[config.mk]
export PLATFORM = sky130hd
export DESIGN_NAME = div_unit
export DESIGN_NICKNAME = d
export VERILOG_FILES = /design/src/rtl/div_unit_pkg.sv /design/src/rtl/div_unit.sv
export SDC_FILE = /design/constraint.sdc
export NUM_CORES = 1
export LEC_CHECK = 0
export ABC_CLOCK_PERIOD_IN_PS = 5600
export CORE_MARGIN = 5
export CORE_UTILIZATION = 57
export CTS_CLUSTER_SIZE = 30
export DETAILED_ROUTE_END_ITERATION = 12
export HOLD_SLACK_MARGIN = 0.06
export PLACE_DENSITY = 0.81
export RECOVER_POWER = 25
export SLEW_MARGIN = 20
export SYNTH_ARGS = -nofsm -noshare
export SYNTH_HDL_FRONTEND = slang
export SYNTH_SLANG_ARGS = --single-unit
export TNS_END_PERCENT = 50
[constraint.sdc]
create_clock -name clk -period 5.6 [get_ports clk]
set_input_delay 1.12 -clock clk [delete_from_list [all_inputs] [get_ports clk]]
set_output_delay 1.12 -clock clk [all_outputs]
set_load 0.02 [all_outputs]
[src/rtl/div_unit_pkg.sv]
// Shared widths and state encoding for the radix-2 restoring divider.
package div_unit_pkg;

    localparam int unsigned DATA_W = 32;
    localparam int unsigned RES_W  = 2 * DATA_W;
    localparam int unsigned WORK_W = 2 * DATA_W + 1;
    localparam int unsigned CNT_W  = 5;

    localparam logic [CNT_W-1:0] LAST_CNT = CNT_W'(DATA_W - 1);

    typedef enum logic [1:0] {
        DIV_IDLE   = 2'b00,
        DIV_BYZERO = 2'b01,
        DIV_ON     = 2'b10,
        DIV_END    = 2'b11
    } div_state_e;

endpackage

[src/rtl/div_unit.sv]
// Multi-cycle 32-bit signed/unsigned divider, one quotient bit per clock.
// Result is {remainder, quotient}, held while start_i stays high.
module div_unit
    import div_unit_pkg::*;
(
    input  logic              clk,
    input  logic              rst,
    input  logic              signed_i,
    input  logic [DATA_W-1:0] dividend_i,
    input  logic [DATA_W-1:0] divider_i,
    input  logic              start_i,
    output logic [RES_W-1:0]  result_o,
    output logic              success_o
);

    div_state_e          state_q;
    logic [CNT_W-1:0]    cnt_q;
    logic [WORK_W-1:0]   work_q;
    logic [WORK_W-1:0]   work_d;
    logic [DATA_W-1:0]   divisor_q;
    logic                neg_quo_q;
    logic                neg_rem_q;

    logic [DATA_W+1:0]   rem_sh;
    logic [DATA_W+1:0]   diff;
    logic [DATA_W-1:0]   quo_fix;
    logic [DATA_W-1:0]   rem_fix;
    logic [DATA_W-1:0]   dividend_abs;
    logic [DATA_W-1:0]   divisor_abs;

    // One restoring step plus capture-time magnitudes and final sign fix-up.
    always_comb begin
        rem_sh = work_q[WORK_W-1:DATA_W-1];
        diff   = rem_sh - {2'b00, divisor_q};
        // Shifted remainder is always below 2^33, so diff[33] marks a negative result.
        if (!diff[DATA_W+1]) begin
            work_d = {diff[DATA_W:0], work_q[DATA_W-2:0], 1'b1};
        end else begin
            work_d = {rem_sh[DATA_W:0], work_q[DATA_W-2:0], 1'b0};
        end

        quo_fix = neg_quo_q ? (~work_d[DATA_W-1:0] + DATA_W'(1))
                            : work_d[DATA_W-1:0];
        rem_fix = neg_rem_q ? (~work_d[2*DATA_W-1:DATA_W] + DATA_W'(1))
                            : work_d[2*DATA_W-1:DATA_W];

        dividend_abs = (signed_i && dividend_i[DATA_W-1]) ? (~dividend_i + DATA_W'(1))
                                                          : dividend_i;
        divisor_abs  = (signed_i && divider_i[DATA_W-1])  ? (~divider_i + DATA_W'(1))
                                                          : divider_i;
    end

    // Control FSM with registered datapath and outputs.
    always_ff @(posedge clk) begin
        if (rst) begin
            state_q   <= DIV_IDLE;
            cnt_q     <= '0;
            work_q    <= '0;
            divisor_q <= '0;
            neg_quo_q <= 1'b0;
            neg_rem_q <= 1'b0;
            result_o  <= '0;
            success_o <= 1'b0;
        end else begin
            case (state_q)
                DIV_IDLE: begin
                    result_o  <= '0;
                    success_o <= 1'b0;
                    if (start_i) begin
                        if (divider_i == '0) begin
                            state_q <= DIV_BYZERO;
                        end else begin
                            work_q    <= {(DATA_W + 1)'(0), dividend_abs};
                            divisor_q <= divisor_abs;
                            neg_quo_q <= signed_i & (dividend_i[DATA_W-1] ^ divider_i[DATA_W-1]);
                            neg_rem_q <= signed_i & dividend_i[DATA_W-1];
                            cnt_q     <= '0;
                            state_q   <= DIV_ON;
                        end
                    end
                end

                DIV_BYZERO: begin
                    if (!start_i) begin
                        state_q <= DIV_IDLE;
                    end else begin
                        result_o  <= '0;
                        success_o <= 1'b1;
                        state_q   <= DIV_END;
                    end
                end

                DIV_ON: begin
                    if (!start_i) begin
                        // Abort: drop the partial result.
                        work_q  <= '0;
                        cnt_q   <= '0;
                        state_q <= DIV_IDLE;
                    end else begin
                        work_q <= work_d;
                        cnt_q  <= cnt_q + CNT_W'(1);
                        if (cnt_q == LAST_CNT) begin
                            result_o  <= {rem_fix, quo_fix};
                            success_o <= 1'b1;
                            state_q   <= DIV_END;
                        end
                    end
                end

                DIV_END: begin
                    if (!start_i) begin
                        result_o  <= '0;
                        success_o <= 1'b0;
                        state_q   <= DIV_IDLE;
                    end
                end

                default: begin
                    state_q <= DIV_IDLE;
                end
            endcase
        end
    end

endmodule

==> reports/metrics.yaml <==
die_x_um: 151
final_common_cell: "nor2_1"
clkLatencyLatePin_ns: 0.43
n_antenna_cell: 0
clockBufferDepth: 2
timing.rr.end: "result_o[60]"
dp_hpwl_mm: 24.4
design_area_um2: 13400
synthToLayoutAreaGrowth_pct: 18.1
cp_max_fo: 25
synth-seq-cells: 171
dieHeight_um: 151
startpoint_type: "flip-flop"
r2r_start: "work_q[38]"
slew_violations: 0
fin_cells: 1847
grt_setup_unrepaired: "false"
synth-main-ff-cell: "dfxtp_1"
reg2reg_slack_ns: 0.97
placed_cell_area_um2: 12800
yosysWarnings: 0
core_area_um2: 19500
clock-sinks: 171
grt_use_total_pct: 28.5
grt_pass1_vias: 10100
synth.distinct_cells: 75
num_rows: 51
status: "completed"
synth_edf_count: 0
grt_pass1_wl_mm: 52.3
peakVddDrop_mv: 0.178
min_path_cells: 2
synth.cell_area_um2: 11300
ys_async_sr_fraction_pct: 0
cts_resized: 0
hold_viol: 0
firstDrtPassIters: 5
min_to: "result_o[49]"
cts_inserted_buffers: 17
gp_congestion: 0.963
vias: 11200
final.setup_skew_ns: 0.00878
max_slew_margin_pct: 21.3
cp_data_arrival_time_ns: 4.93
h-tree-depth: 4
utilization_pct: 68.4
worstMarginPinSlew_ns: 1.18
crit_required_ns: 5.90
routed_wl_mm: 32.6
fmaxAchievable_ghz: 0.216
avgRoutedWirePerCell_um: 17.7
start_util_pct: 57.9
synth.net_count: 1602
reg2regPathDepth: 15
fin_crit_sh_pct: 82.7
detail_route.drc_violations: 0
ys_seq_area_share_pct: 30.3
antenna_left: 0
max_cap_viol_count: 0
crit_type: "reg2reg"
dp_cells: 1815
min_path_type: "reg2reg"
cts-hold-fix-buffers: 0
power.density_nw_per_um2: 311
dieArea_um2: 22800
cts_tree: "done"
min_from: "result_o[49]"
drt-vias-per-instance: 6.05
synthCells: 1490
fin_nets: 1681
setup_tns_ns: 0
portBuffers: 132
setup_viol: 0
cts_setup_buffers: 0
grt_max_degree: 105
layout_common_cells: "195 x nor2_1, 179 x nand2_1, 171 x dfxtp_1"
leakagePower_uw: 0.00533
fin_crit_ns: 4.63
antenna_found_initial: 0
overflow: 0
cts-root-buf: "clkbuf_16"
clk_pin_slew_ns: 0.07
end_kind: "flip-flop"
pin_count: 133
drive_gt1_share_pct: 4.87
drt-initial-drc-count: 1284
avgSynthCellArea_um2: 7.59
==> final cells by class <==
cell class / count / area (um^2)
Clock buffer: 24 / 482
Clock inverter: 8 / 106
Fill cell: 1688 / 6180
Inverter: 56 / 210
Multi-Input combinational cell: 1173 / 7340
Sequential cell: 171 / 3420
Tap cell: 265 / 332
Timing Repair Buffer: 150 / 1450
==> flip-flops by register name (all words and copies together) (netlist names) <==
signal	count
work_q	65
state_q	2
neg_rem_q	1
cnt_q	5
result_o	64
divisor_q	32
success_o	1
neg_quo_q	1
==> cells in the mapped netlist, types with 12 or more instances <==
library cell,number,area share [%]
a211oi_1,43,2.9
a21oi_1,86,3.8
a22oi_1,74,4.9
clkbuf_1,76,2.5
dfxtp_1,171,30
ha_1,43,4.8
inv_1,56,1.9
mux2i_1,12,1.1
nand2_1,179,5.9
nand3_1,34,1.5
nor2_1,196,6.5
nor3_1,31,1.4
nor4_1,15,0.83
o211ai_1,14,0.93
o21ai_0,94,4.2
o31ai_1,26,1.7
or3_1,16,0.89
or4_1,14,0.93
xnor2_1,87,6.7
xor2_1,66,5.1
==> cell families (layout without fill, tap and decap cells) <==
logic type,count (synthesis),after routing,synth area share [%]
and+or+nand+nor,535,535,21.3
buffers and inverters,146,238,5.07
AOI/OAI and AO/OA,427,427,25.3
xor gates and xnor gates,153,153,11.8
adders and majority gates,44,44,4.93
muxes,14,14,1.29
DFF,171,171,30.3
==> routing by layer <==
| layer | global-route usage (%) | vias to the layer above | routed length (um) |
|---|---|---|---|
| met5 | 0 | - | 0 |
| met4 | 6.03 | 0 | 340 |
| met3 | 6.40 | 29 | 3490 |
| met2 | 40.9 | 528 | 13500 |
| met1 | 43.6 | 5154 | 15300 |
| li1 | - | 5456 | - |
==> worst max path at each step <==
stage	end	cells past startpoint	from	slack, ns
after detailed placement	work_q[13]	15	divider_i[0]	0.82
final	result_o[60]	15	work_q[38]	0.97
after CTS	result_o[60]	15	work_q[38]	1.02
after floorplan	result_o[28]	19	work_q[32]	1.43
after global placement	work_q[0]	14	divider_i[0]	0.91
after global routing	result_o[60]	16	divisor_q[20]	0.62
==> where the power goes <==
group          switching, uW  internal (uW)
Sequential               141           1340
Combinational            945            528
Clock                    500            697
Total                   1590           2570
==> per-stage QoR <==
stage / setup slack, ns / total power, uW / hold WS, ns
6_report: 0.967 / 4150 / 0.446
3_3_place_gp: 0.907 / 2920 / 0.434
5_1_grt: 0.619 / 4370 / 0.469
2_1_floorplan: 1.43 / 2520 / 0.432
3_5_place_dp: 0.824 / 2950 / 0.442
4_1_cts: 1.02 / 4140 / 0.454
==> critical path, cell delays in order, from the launching register on <==
cell and delay, ns:
dfxtp_1 0.38, ha_1 0.49, nand4_1 0.21, nor2_1 0.18, o2111ai_2 0.15, a31oi_2 0.34
a211oi_2 0.15, xnor2_2 0.40, inv_1 0.30, buf_4 0.30, or3_1 0.45, a211oi_4 0.35
nand3_1 0.20, o31ai_1 0.33, xor2_1 0.18, o21ai_1 0.07
Note: power is estimated with default switching activity, not from simulation.
